### src/rtl/sensor_flag_gen_pkg.sv
// Shared definitions for the sensor flag generator: channel codes, default
// thresholds and the switch debounce state encoding.
package sensor_pkg;

    typedef enum logic [1:0] {
        CH_TEMP = 2'd0,
        CH_CORR = 2'd1,
        CH_HUMO = 2'd2,
        CH_INV  = 2'd3
    } ch_e;

    localparam int TEMP_HI_DEF = 180;
    localparam int TEMP_LO_DEF = 170;
    localparam int CORR_HI_DEF = 200;
    localparam int CORR_LO_DEF = 190;
    localparam int HUMO_HI_DEF = 100;
    localparam int HUMO_LO_DEF = 90;

    typedef enum logic {
        DEB_STABLE   = 1'b0,
        DEB_COUNTING = 1'b1
    } deb_state_e;

endpackage

### src/rtl/sensor_flag_gen_if.sv
// Sample/switch input bundle and conditioned flag outputs of the sensor flag
// generator; the master side feeds samples, the slave side is the conditioner.
interface sensor_flag_gen_if #(
    parameter int DATA_W = 8
) ();
    logic              sw_raw;
    logic              sample_valid;
    logic [1:0]        sample_ch;
    logic [DATA_W-1:0] sample_data;
    logic              interruptor;
    logic              temp;
    logic              corriente_25;
    logic              humo;
    logic              sample_err;

    modport master (
        output sw_raw, sample_valid, sample_ch, sample_data,
        input  interruptor, temp, corriente_25, humo, sample_err
    );

    modport slave (
        input  sw_raw, sample_valid, sample_ch, sample_data,
        output interruptor, temp, corriente_25, humo, sample_err
    );
endinterface

### src/rtl/sensor_flag_gen_hyst_confirm.sv
// One analog channel: threshold compare with hysteresis and a run of
// CONFIRM_N consecutive qualifying samples before the flag toggles.
module hyst_confirm #(
    parameter int DATA_W    = 8,
    parameter int HI        = 180,
    parameter int LO        = 170,
    parameter int CONFIRM_N = 3
) (
    input  logic              clk,
    input  logic              rst,
    input  logic              en,
    input  logic [DATA_W-1:0] data,
    output logic              flag
);
    localparam int CW = $clog2(CONFIRM_N + 1);
    localparam logic [DATA_W-1:0] HI_V = DATA_W'(HI);
    localparam logic [DATA_W-1:0] LO_V = DATA_W'(LO);

    if (LO >= HI) begin : g_bad_thresholds
        $error("hyst_confirm: LO threshold must be strictly below HI");
    end
    if (CONFIRM_N < 1) begin : g_bad_confirm
        $error("hyst_confirm: CONFIRM_N must be at least 1");
    end

    logic          flag_q, flag_d;
    logic [CW-1:0] cnt_q, cnt_d;
    logic          qual_s;

    // Next-state: qualifying direction depends on the current flag level.
    always_comb begin
        flag_d = flag_q;
        cnt_d  = cnt_q;
        qual_s = flag_q ? (data <= LO_V) : (data >= HI_V);
        if (en) begin
            if (!qual_s) begin
                cnt_d = {CW{1'b0}};
            end else if (cnt_q == CW'(CONFIRM_N - 1)) begin
                flag_d = ~flag_q;
                cnt_d  = {CW{1'b0}};
            end else begin
                cnt_d = cnt_q + CW'(1);
            end
        end else begin
            cnt_d = cnt_q;
        end
    end

    // Flag and confirm counter registers.
    always_ff @(posedge clk or posedge rst) begin
        if (rst) begin
            flag_q <= 1'b0;
            cnt_q  <= {CW{1'b0}};
        end else begin
            flag_q <= flag_d;
            cnt_q  <= cnt_d;
        end
    end

    assign flag = flag_q;
endmodule

### src/rtl/sensor_flag_gen.sv
// Conditions raw ADC samples and the operator switch into clean registered
// level flags for the alarm state machine.
module sensor_flag_gen
    import sensor_pkg::*;
#(
    parameter int DATA_W     = 8,
    parameter int DEB_CYCLES = 16,
    parameter int CONFIRM_N  = 3,
    parameter int TEMP_HI    = TEMP_HI_DEF,
    parameter int TEMP_LO    = TEMP_LO_DEF,
    parameter int CORR_HI    = CORR_HI_DEF,
    parameter int CORR_LO    = CORR_LO_DEF,
    parameter int HUMO_HI    = HUMO_HI_DEF,
    parameter int HUMO_LO    = HUMO_LO_DEF
) (
    input logic              clk,
    input logic              rst,
    sensor_flag_gen_if.slave bus
);
    localparam int DCW = $clog2(DEB_CYCLES);

    if (DEB_CYCLES < 2) begin : g_bad_deb
        $error("sensor_flag_gen: DEB_CYCLES must be at least 2");
    end

    logic [1:0]     sync_q, sync_d;
    logic           sw_s;
    deb_state_e     state_q, state_d;
    logic [DCW-1:0] cnt_q, cnt_d;
    logic           intr_q, intr_d;
    logic           err_q, err_d;
    logic           en_temp_s, en_corr_s, en_humo_s;

    assign sw_s = sync_q[1];

    // Debounce next-state: a mismatch must persist DEB_CYCLES checks to toggle.
    always_comb begin
        sync_d  = {sync_q[0], bus.sw_raw};
        state_d = state_q;
        cnt_d   = cnt_q;
        intr_d  = intr_q;
        case (state_q)
            DEB_STABLE: begin
                if (sw_s != intr_q) begin
                    state_d = DEB_COUNTING;
                    cnt_d   = DCW'(1);
                end else begin
                    cnt_d = {DCW{1'b0}};
                end
            end
            DEB_COUNTING: begin
                if (sw_s == intr_q) begin
                    state_d = DEB_STABLE;
                    cnt_d   = {DCW{1'b0}};
                end else if (cnt_q == DCW'(DEB_CYCLES - 1)) begin
                    intr_d  = ~intr_q;
                    state_d = DEB_STABLE;
                    cnt_d   = {DCW{1'b0}};
                end else begin
                    cnt_d = cnt_q + DCW'(1);
                end
            end
            default: begin
                state_d = DEB_STABLE;
                cnt_d   = {DCW{1'b0}};
            end
        endcase
        err_d = bus.sample_valid && (bus.sample_ch == CH_INV);
    end

    // Synchroniser, debounce FSM and error pulse registers.
    always_ff @(posedge clk or posedge rst) begin
        if (rst) begin
            sync_q  <= 2'b00;
            state_q <= DEB_STABLE;
            cnt_q   <= {DCW{1'b0}};
            intr_q  <= 1'b0;
            err_q   <= 1'b0;
        end else begin
            sync_q  <= sync_d;
            state_q <= state_d;
            cnt_q   <= cnt_d;
            intr_q  <= intr_d;
            err_q   <= err_d;
        end
    end

    assign en_temp_s = bus.sample_valid && (bus.sample_ch == CH_TEMP);
    assign en_corr_s = bus.sample_valid && (bus.sample_ch == CH_CORR);
    assign en_humo_s = bus.sample_valid && (bus.sample_ch == CH_HUMO);

    hyst_confirm #(.DATA_W(DATA_W), .HI(TEMP_HI), .LO(TEMP_LO), .CONFIRM_N(CONFIRM_N)) u_temp (
        .clk (clk), .rst (rst), .en (en_temp_s), .data (bus.sample_data), .flag (bus.temp)
    );
    hyst_confirm #(.DATA_W(DATA_W), .HI(CORR_HI), .LO(CORR_LO), .CONFIRM_N(CONFIRM_N)) u_corr (
        .clk (clk), .rst (rst), .en (en_corr_s), .data (bus.sample_data), .flag (bus.corriente_25)
    );
    hyst_confirm #(.DATA_W(DATA_W), .HI(HUMO_HI), .LO(HUMO_LO), .CONFIRM_N(CONFIRM_N)) u_humo (
        .clk (clk), .rst (rst), .en (en_humo_s), .data (bus.sample_data), .flag (bus.humo)
    );

    assign bus.interruptor = intr_q;
    assign bus.sample_err  = err_q;
endmodule

### src/flat_wrapper.sv
// flat-port wrapper written by rule: the top's interface ports become plain ports
module sensor_flag_gen_flat import sensor_pkg::*;
#(
    parameter int DATA_W     = 8,
    parameter int DEB_CYCLES = 16,
    parameter int CONFIRM_N  = 3,
    parameter int TEMP_HI    = TEMP_HI_DEF,
    parameter int TEMP_LO    = TEMP_LO_DEF,
    parameter int CORR_HI    = CORR_HI_DEF,
    parameter int CORR_LO    = CORR_LO_DEF,
    parameter int HUMO_HI    = HUMO_HI_DEF,
    parameter int HUMO_LO    = HUMO_LO_DEF
)
  (clk, rst, bus_sw_raw, bus_sample_valid, bus_sample_ch, bus_sample_data, bus_interruptor, bus_temp, bus_corriente_25, bus_humo, bus_sample_err);
  sensor_flag_gen_if #(.DATA_W(DATA_W)) bus_i ();
  input logic clk;
  input logic rst;
  input wire logic [$bits(bus_i.sw_raw)-1:0] bus_sw_raw;
  input wire logic [$bits(bus_i.sample_valid)-1:0] bus_sample_valid;
  input wire logic [$bits(bus_i.sample_ch)-1:0] bus_sample_ch;
  input wire logic [$bits(bus_i.sample_data)-1:0] bus_sample_data;
  output wire logic [$bits(bus_i.interruptor)-1:0] bus_interruptor;
  output wire logic [$bits(bus_i.temp)-1:0] bus_temp;
  output wire logic [$bits(bus_i.corriente_25)-1:0] bus_corriente_25;
  output wire logic [$bits(bus_i.humo)-1:0] bus_humo;
  output wire logic [$bits(bus_i.sample_err)-1:0] bus_sample_err;
  assign bus_i.sw_raw = bus_sw_raw;
  assign bus_i.sample_valid = bus_sample_valid;
  assign bus_i.sample_ch = bus_sample_ch;
  assign bus_i.sample_data = bus_sample_data;
  assign bus_interruptor = bus_i.interruptor;
  assign bus_temp = bus_i.temp;
  assign bus_corriente_25 = bus_i.corriente_25;
  assign bus_humo = bus_i.humo;
  assign bus_sample_err = bus_i.sample_err;
  sensor_flag_gen #(.DATA_W(DATA_W), .DEB_CYCLES(DEB_CYCLES), .CONFIRM_N(CONFIRM_N), .TEMP_HI(TEMP_HI), .TEMP_LO(TEMP_LO), .CORR_HI(CORR_HI), .CORR_LO(CORR_LO), .HUMO_HI(HUMO_HI), .HUMO_LO(HUMO_LO)) u_core (.clk(clk), .rst(rst), .bus(bus_i));
endmodule
### config.mk
export PLATFORM = sky130hd
export DESIGN_NAME = sensor_flag_gen_flat
export DESIGN_NICKNAME = d
export VERILOG_FILES = /design/src/rtl/sensor_flag_gen_pkg.sv /design/src/rtl/sensor_flag_gen_if.sv /design/src/rtl/sensor_flag_gen_hyst_confirm.sv /design/src/rtl/sensor_flag_gen.sv /design/src/flat_wrapper.sv
export SDC_FILE = /design/constraint.sdc
export NUM_CORES = 1
export LEC_CHECK = 0
export CORE_AREA = 4 4 50 52
export CTS_CLUSTER_DIAMETER = 50
export DETAILED_ROUTE_END_ITERATION = 10
export DIE_AREA = 0 0 54 56
export PLACE_DENSITY = 0.81
export SLEW_MARGIN = 20
export SYNTH_ARGS = -nofsm -noshare
export SYNTH_HDL_FRONTEND = slang
export SYNTH_SLANG_ARGS = --single-unit
### constraint.sdc
create_clock -name clk -period 1.63 [get_ports clk]
set_input_delay 0.489 -clock clk [delete_from_list [all_inputs] [get_ports clk]]
set_output_delay 0.489 -clock clk [all_outputs]
set_load 0.02 [all_outputs]
==> metrics.txt <==
# TYPE chip_impl_metric gauge
chip_impl_info{name="outcome",value="finished clean"} 1
chip_impl_metric{name="seq_power_share",unit="%"} 48.9
chip_impl_metric{name="net-switching-power",unit="W"} 0.000352
chip_impl_metric{name="flow.area_growth_from_synthesis",unit="%"} 48.7
chip_impl_metric{name="timing.critical_path.slowest_cell_delay",unit="ns"} 0.42
chip_impl_metric{name="vias_in_the_first_global_route",unit=""} 843
chip_impl_metric{name="static-leakage-power",unit="nW"} 0.629
chip_impl_info{name="yosys-top-cells-count",value="18 x sky130_fd_sc_hd__dfrtp_1, 11 x sky130_fd_sc_hd__nand2_1, 8 x sky130_fd_sc_hd__a21oi_1, 4 x sky130_fd_sc_hd__o21ai_0"} 1
chip_impl_metric{name="nets",unit=""} 146
chip_impl_metric{name="met3_length",unit="um"} 91
chip_impl_metric{name="finalCriticalPeriod",unit="ns"} 1.63
chip_impl_info{name="cts.root.buffer_cell",value="sky130_fd_sc_hd__clkbuf_4"} 1
chip_impl_metric{name="cp_data_required_time",unit="ns"} 1.86
chip_impl_metric{name="input_output_buffers",unit=""} 18
chip_impl_metric{name="gpl.final_weighted_congestion",unit=""} 0.808
chip_impl_metric{name="vias_per_inst",unit=""} 5.52
chip_impl_metric{name="achievable_frequency",unit="MHz"} 614
chip_impl_metric{name="netlist_instances",unit=""} 89
chip_impl_metric{name="cts-root-to-sink-buffers",unit=""} 2
chip_impl_metric{name="ys_seq_area_share",unit="%"} 50.2
chip_impl_metric{name="switching_share",unit="%"} 30.5
chip_impl_metric{name="cts.sink_count",unit=""} 18
chip_impl_metric{name="clockPowerShare",unit="%"} 23.1
chip_impl_metric{name="drt_wl_total",unit="um"} 2100
chip_impl_metric{name="post-synth-top-area-fraction",unit="%"} 50.2
chip_impl_metric{name="intPower",unit="W"} 0.000801
chip_impl_info{name="clock_tree_from_tritoncts",value="built"} 1
chip_impl_info{name="worstSetupEndpointType",value="flop"} 1
chip_impl_metric{name="final_layout_size_suffix_gt1_share",unit="%"} 30.8
chip_impl_metric{name="fp.coreArea",unit="mm2"} 0.00211
chip_impl_metric{name="synth.avg_cell_area",unit="um2"} 10.1
chip_impl_metric{name="post-route-worst-setup-slack",unit="ns"} 0.00211
chip_impl_metric{name="max_cap_violations",unit=""} 0
chip_impl_metric{name="synth-edff-count",unit=""} 0
chip_impl_metric{name="finClkSkew",unit="ns"} 0.00209
chip_impl_metric{name="setup_violations",unit=""} 0
chip_impl_metric{name="synth.cell_area",unit="um2"} 897
chip_impl_info{name="critical_path_class",value="input pin to flop"} 1
chip_impl_metric{name="final_cell_count_no_fill",unit=""} 158
chip_impl_metric{name="design.die.area",unit="mm2"} 0.00302
chip_impl_metric{name="routed-via-count",unit=""} 872
chip_impl_info{name="timing.hold.worst.class",value="flop to flop"} 1
chip_impl_metric{name="starting_utilization_of_the_core_area",unit="%"} 42.6
chip_impl_metric{name="clock_insertion_delay_worst_skew",unit="ns"} 0.29
chip_impl_info{name="synthMostInstantiatedCell",value="sky130_fd_sc_hd__dfrtp_1"} 1
chip_impl_metric{name="wl_met1",unit="um"} 800
chip_impl_metric{name="detail_route.iter0.violations",unit=""} 15
chip_impl_info{name="crit_family",value="buffers and inverters"} 1
chip_impl_info{name="synth_flop_cell",value="sky130_fd_sc_hd__dfrtp_1"} 1
chip_impl_metric{name="die_w",unit="um"} 54
chip_impl_metric{name="cts-buffers-inserted",unit=""} 3
chip_impl_metric{name="grt_max_degree",unit=""} 19
chip_impl_info{name="synth.largest_area_cell",value="sky130_fd_sc_hd__dfrtp_1"} 1
chip_impl_metric{name="slew-limit-headroom",unit="%"} 80.0
chip_impl_metric{name="ys_async_sr_fraction",unit="%"} 100
chip_impl_metric{name="first_pass_iters",unit=""} 5
chip_impl_metric{name="power_density",unit="mW/mm2"} 865
chip_impl_metric{name="count_of_h_tree_levels_built_during_cts",unit=""} 1
chip_impl_metric{name="gr-usage-all-layers",unit="%"} 14.8
chip_impl_metric{name="detail-route-antenna-nets",unit=""} 0
chip_impl_metric{name="drcViolationCount",unit=""} 0
chip_impl_metric{name="worst-path-max-fanout",unit=""} 3
chip_impl_metric{name="timing.final.hold_violations",unit=""} 0
chip_impl_metric{name="timing.critical_path.arrival",unit="ns"} 1.86
chip_impl_metric{name="dpl_cell_area",unit="mm2"} 0.00124
chip_impl_metric{name="core.rowCount",unit=""} 17
chip_impl_metric{name="cts.clk_slew.worst_paths",unit="ns"} 0.09
chip_impl_info{name="crit_path_start_kind",value="input pin"} 1
chip_impl_metric{name="netlist-cell-type-count",unit=""} 33
chip_impl_metric{name="io_pins",unit=""} 19
chip_impl_metric{name="ys_warn_count",unit=""} 0
chip_impl_info{name="path_cells",value="clkdlybuf4s50_1, buf_4, nand3b_1, buf_4, nor4b_1, a21o_1"} 1
chip_impl_metric{name="place.detailed.hpwl",unit="um"} 1600
chip_impl_info{name="cp_common_cell",value="sky130_fd_sc_hd__buf_4"} 1
chip_impl_metric{name="vdd_ir_drop_max",unit="uV"} 768
chip_impl_metric{name="num_antenna_cells",unit=""} 0
chip_impl_metric{name="grt_first_pass_wirelength",unit="um"} 3310
chip_impl_info{name="yosys-top-cells-area",value="sky130_fd_sc_hd__dfrtp_1 50%, sky130_fd_sc_hd__nand2_1 4.6%, sky130_fd_sc_hd__a21oi_1 4.5%"} 1
chip_impl_metric{name="cp_num_buf_inv",unit=""} 3
chip_impl_metric{name="final_slew_viol_count",unit=""} 0
chip_impl_metric{name="place_inst",unit=""} 152
chip_impl_metric{name="fin_area",unit="mm2"} 0.00133
chip_impl_metric{name="comb_power_share",unit="%"} 28.0
chip_impl_metric{name="period_share",unit="%"} 99.9
chip_impl_metric{name="grt_overflow_total",unit=""} 0
chip_impl_metric{name="ys_seq_elements",unit=""} 18
chip_impl_metric{name="worst-r2r-setup-slack",unit="ns"} 0.34
chip_impl_metric{name="drt-wirelength-per-cell",unit="um"} 13.3
chip_impl_metric{name="tightestPinTransition",unit="ns"} 0.299
chip_impl_metric{name="die_height",unit="um"} 56
chip_impl_metric{name="fin_tns_setup",unit="ns"} 0
chip_impl_metric{name="initial_antenna_violation_count",unit=""} 0
chip_impl_metric{name="wl_met2",unit="um"} 1130
chip_impl_info{name="slowest_stage",value="sky130_fd_sc_hd__clkdlybuf4s50_1"} 1
chip_impl_info{name="highest_metal_used",value="met4"} 1
chip_impl_metric{name="place_worst_setup_slack",unit="ns"} -0.564
chip_impl_metric{name="syn_nets",unit=""} 104
==> power groups by stage <==
stage,sequential (W),combinational (W),clock [W]
6_report,0.000564,0.000324,0.000266
3_5_place_dp,0.000568,0.000303,0
2_1_floorplan,0.000590,0.000114,0
4_1_cts,0.000560,0.000291,0.000275
3_3_place_gp,0.000567,0.000290,0
5_1_grt,0.000574,0.000354,0.000298
==> registers in the layout, summed over array words and instances (netlist names) <==
register,flops
u_core.u_humo.cnt_q,2
u_core.bus.sample_err,1
u_core.u_temp.cnt_q,2
u_core.u_corr.cnt_q,2
u_core.sync_q,2
u_core.state_q,1
u_core.u_humo.flag,1
u_core.u_temp.flag,1
u_core.u_corr.flag,1
u_core.cnt_q,4
u_core.bus.interruptor,1
==> placed cells by master (no fill, tap or decap), types with 2 or more instances in the layout <==
| cell type | instances |
|---|---|
| sky130_fd_sc_hd__nor2_1 | 2 |
| sky130_fd_sc_hd__a21o_1 | 2 |
| sky130_fd_sc_hd__nand3_1 | 2 |
| sky130_fd_sc_hd__nand4_1 | 3 |
| sky130_fd_sc_hd__clkdlybuf4s50_1 | 3 |
| sky130_fd_sc_hd__dlygate4sd2_1 | 9 |
| sky130_fd_sc_hd__o21ai_1 | 2 |
| sky130_fd_sc_hd__nor3_1 | 2 |
| sky130_fd_sc_hd__o21ai_0 | 2 |
| sky130_fd_sc_hd__inv_1 | 3 |
| sky130_fd_sc_hd__dlymetal6s2s_1 | 2 |
| sky130_fd_sc_hd__nand2_1 | 9 |
| sky130_fd_sc_hd__clkdlybuf4s15_1 | 2 |
| sky130_fd_sc_hd__nand3b_1 | 3 |
| sky130_fd_sc_hd__dfrtp_1 | 18 |
| sky130_fd_sc_hd__a21oi_1 | 6 |
| sky130_fd_sc_hd__mux2_2 | 2 |
| sky130_fd_sc_hd__xnor2_1 | 2 |
| sky130_fd_sc_hd__buf_4 | 21 |
| sky130_fd_sc_hd__o31ai_2 | 2 |
| sky130_fd_sc_hd__nand4b_1 | 2 |
| sky130_fd_sc_hd__and3_1 | 2 |
| sky130_fd_sc_hd__nand2_2 | 2 |
| sky130_fd_sc_hd__nor4_1 | 2 |
| sky130_fd_sc_hd__clkbuf_4 | 3 |
| sky130_fd_sc_hd__clkbuf_2 | 2 |
==> layout make-up <==
| class | instances | area (um2) |
|---|---|---|
| clock buffer | 4 | 36.3 |
| fill | 155 | 772 |
| timing repair buffer | 39 | 322 |
| inverter | 3 | 11.3 |
| multi-input combinational | 66 | 479 |
| sequential | 18 | 450 |
| tap | 28 | 35.0 |
==> metrics by stage <==
step / hold slack (ns) / utilization [%] / power, W
after floorplan: 0.331 / - / 0.000705
final: 0.374 / 63.3 / 0.00115
after detailed placement: 0.356 / 59.1 / 0.000871
after global routing: 0.388 / 63.3 / 0.00123
after CTS: 0.379 / 60.5 / 0.00113
after global placement: 0.346 / 59.1 / 0.000857
==> final timing paths <==
path | startpoint | to | cells past startpoint
max | bus_sample_ch[1] | u_core.u_corr.cnt_q[1] | 6
min | u_core.sync_q[0] | u_core.sync_q[1] | 0
max reg2reg | u_core.u_humo.flag | u_core.u_humo.flag | 5
min reg2reg | u_core.sync_q[0] | u_core.sync_q[1] | 0
max in group asynchronous | rst | u_core.state_q | 3
min in group asynchronous | rst | u_core.cnt_q[3] | 3
==> routing by layer <==
| layer | global-route usage, % | vias to the layer above |
|---|---|---|
| met2 | 27.0 | 21 |
| met1 | 13.8 | 423 |
| met4 | 7.12 | 0 |
| met5 | 0 | - |
| met3 | 5.09 | 10 |
| li1 | - | 418 |
==> repair_timing <==
item                                    in CTS  in global routing
hold buffers                                 0                  0
setup buffers                                0                  2
gates resized for setup                     18                 18
pin swaps                                    4                  7
endpoints found under the setup margin      13                  4
endpoints found under the hold margin        0                  0
==> kinds of logic after synthesis <==
| kind of cell | count (synthesis) | share of synthesized area [%] |
|---|---|---|
| DFF | 18 | 50.2 |
| adders and majority gates | 1 | 1.39 |
| AOI/OAI and AO/OA | 24 | 17.3 |
| xor gates and xnor gates | 3 | 2.93 |
| muxes | 2 | 2.51 |
| buffers and inverters | 5 | 2.37 |
| and+or+nand+nor | 36 | 23.3 |
Power figures use the tool's default switching activity.
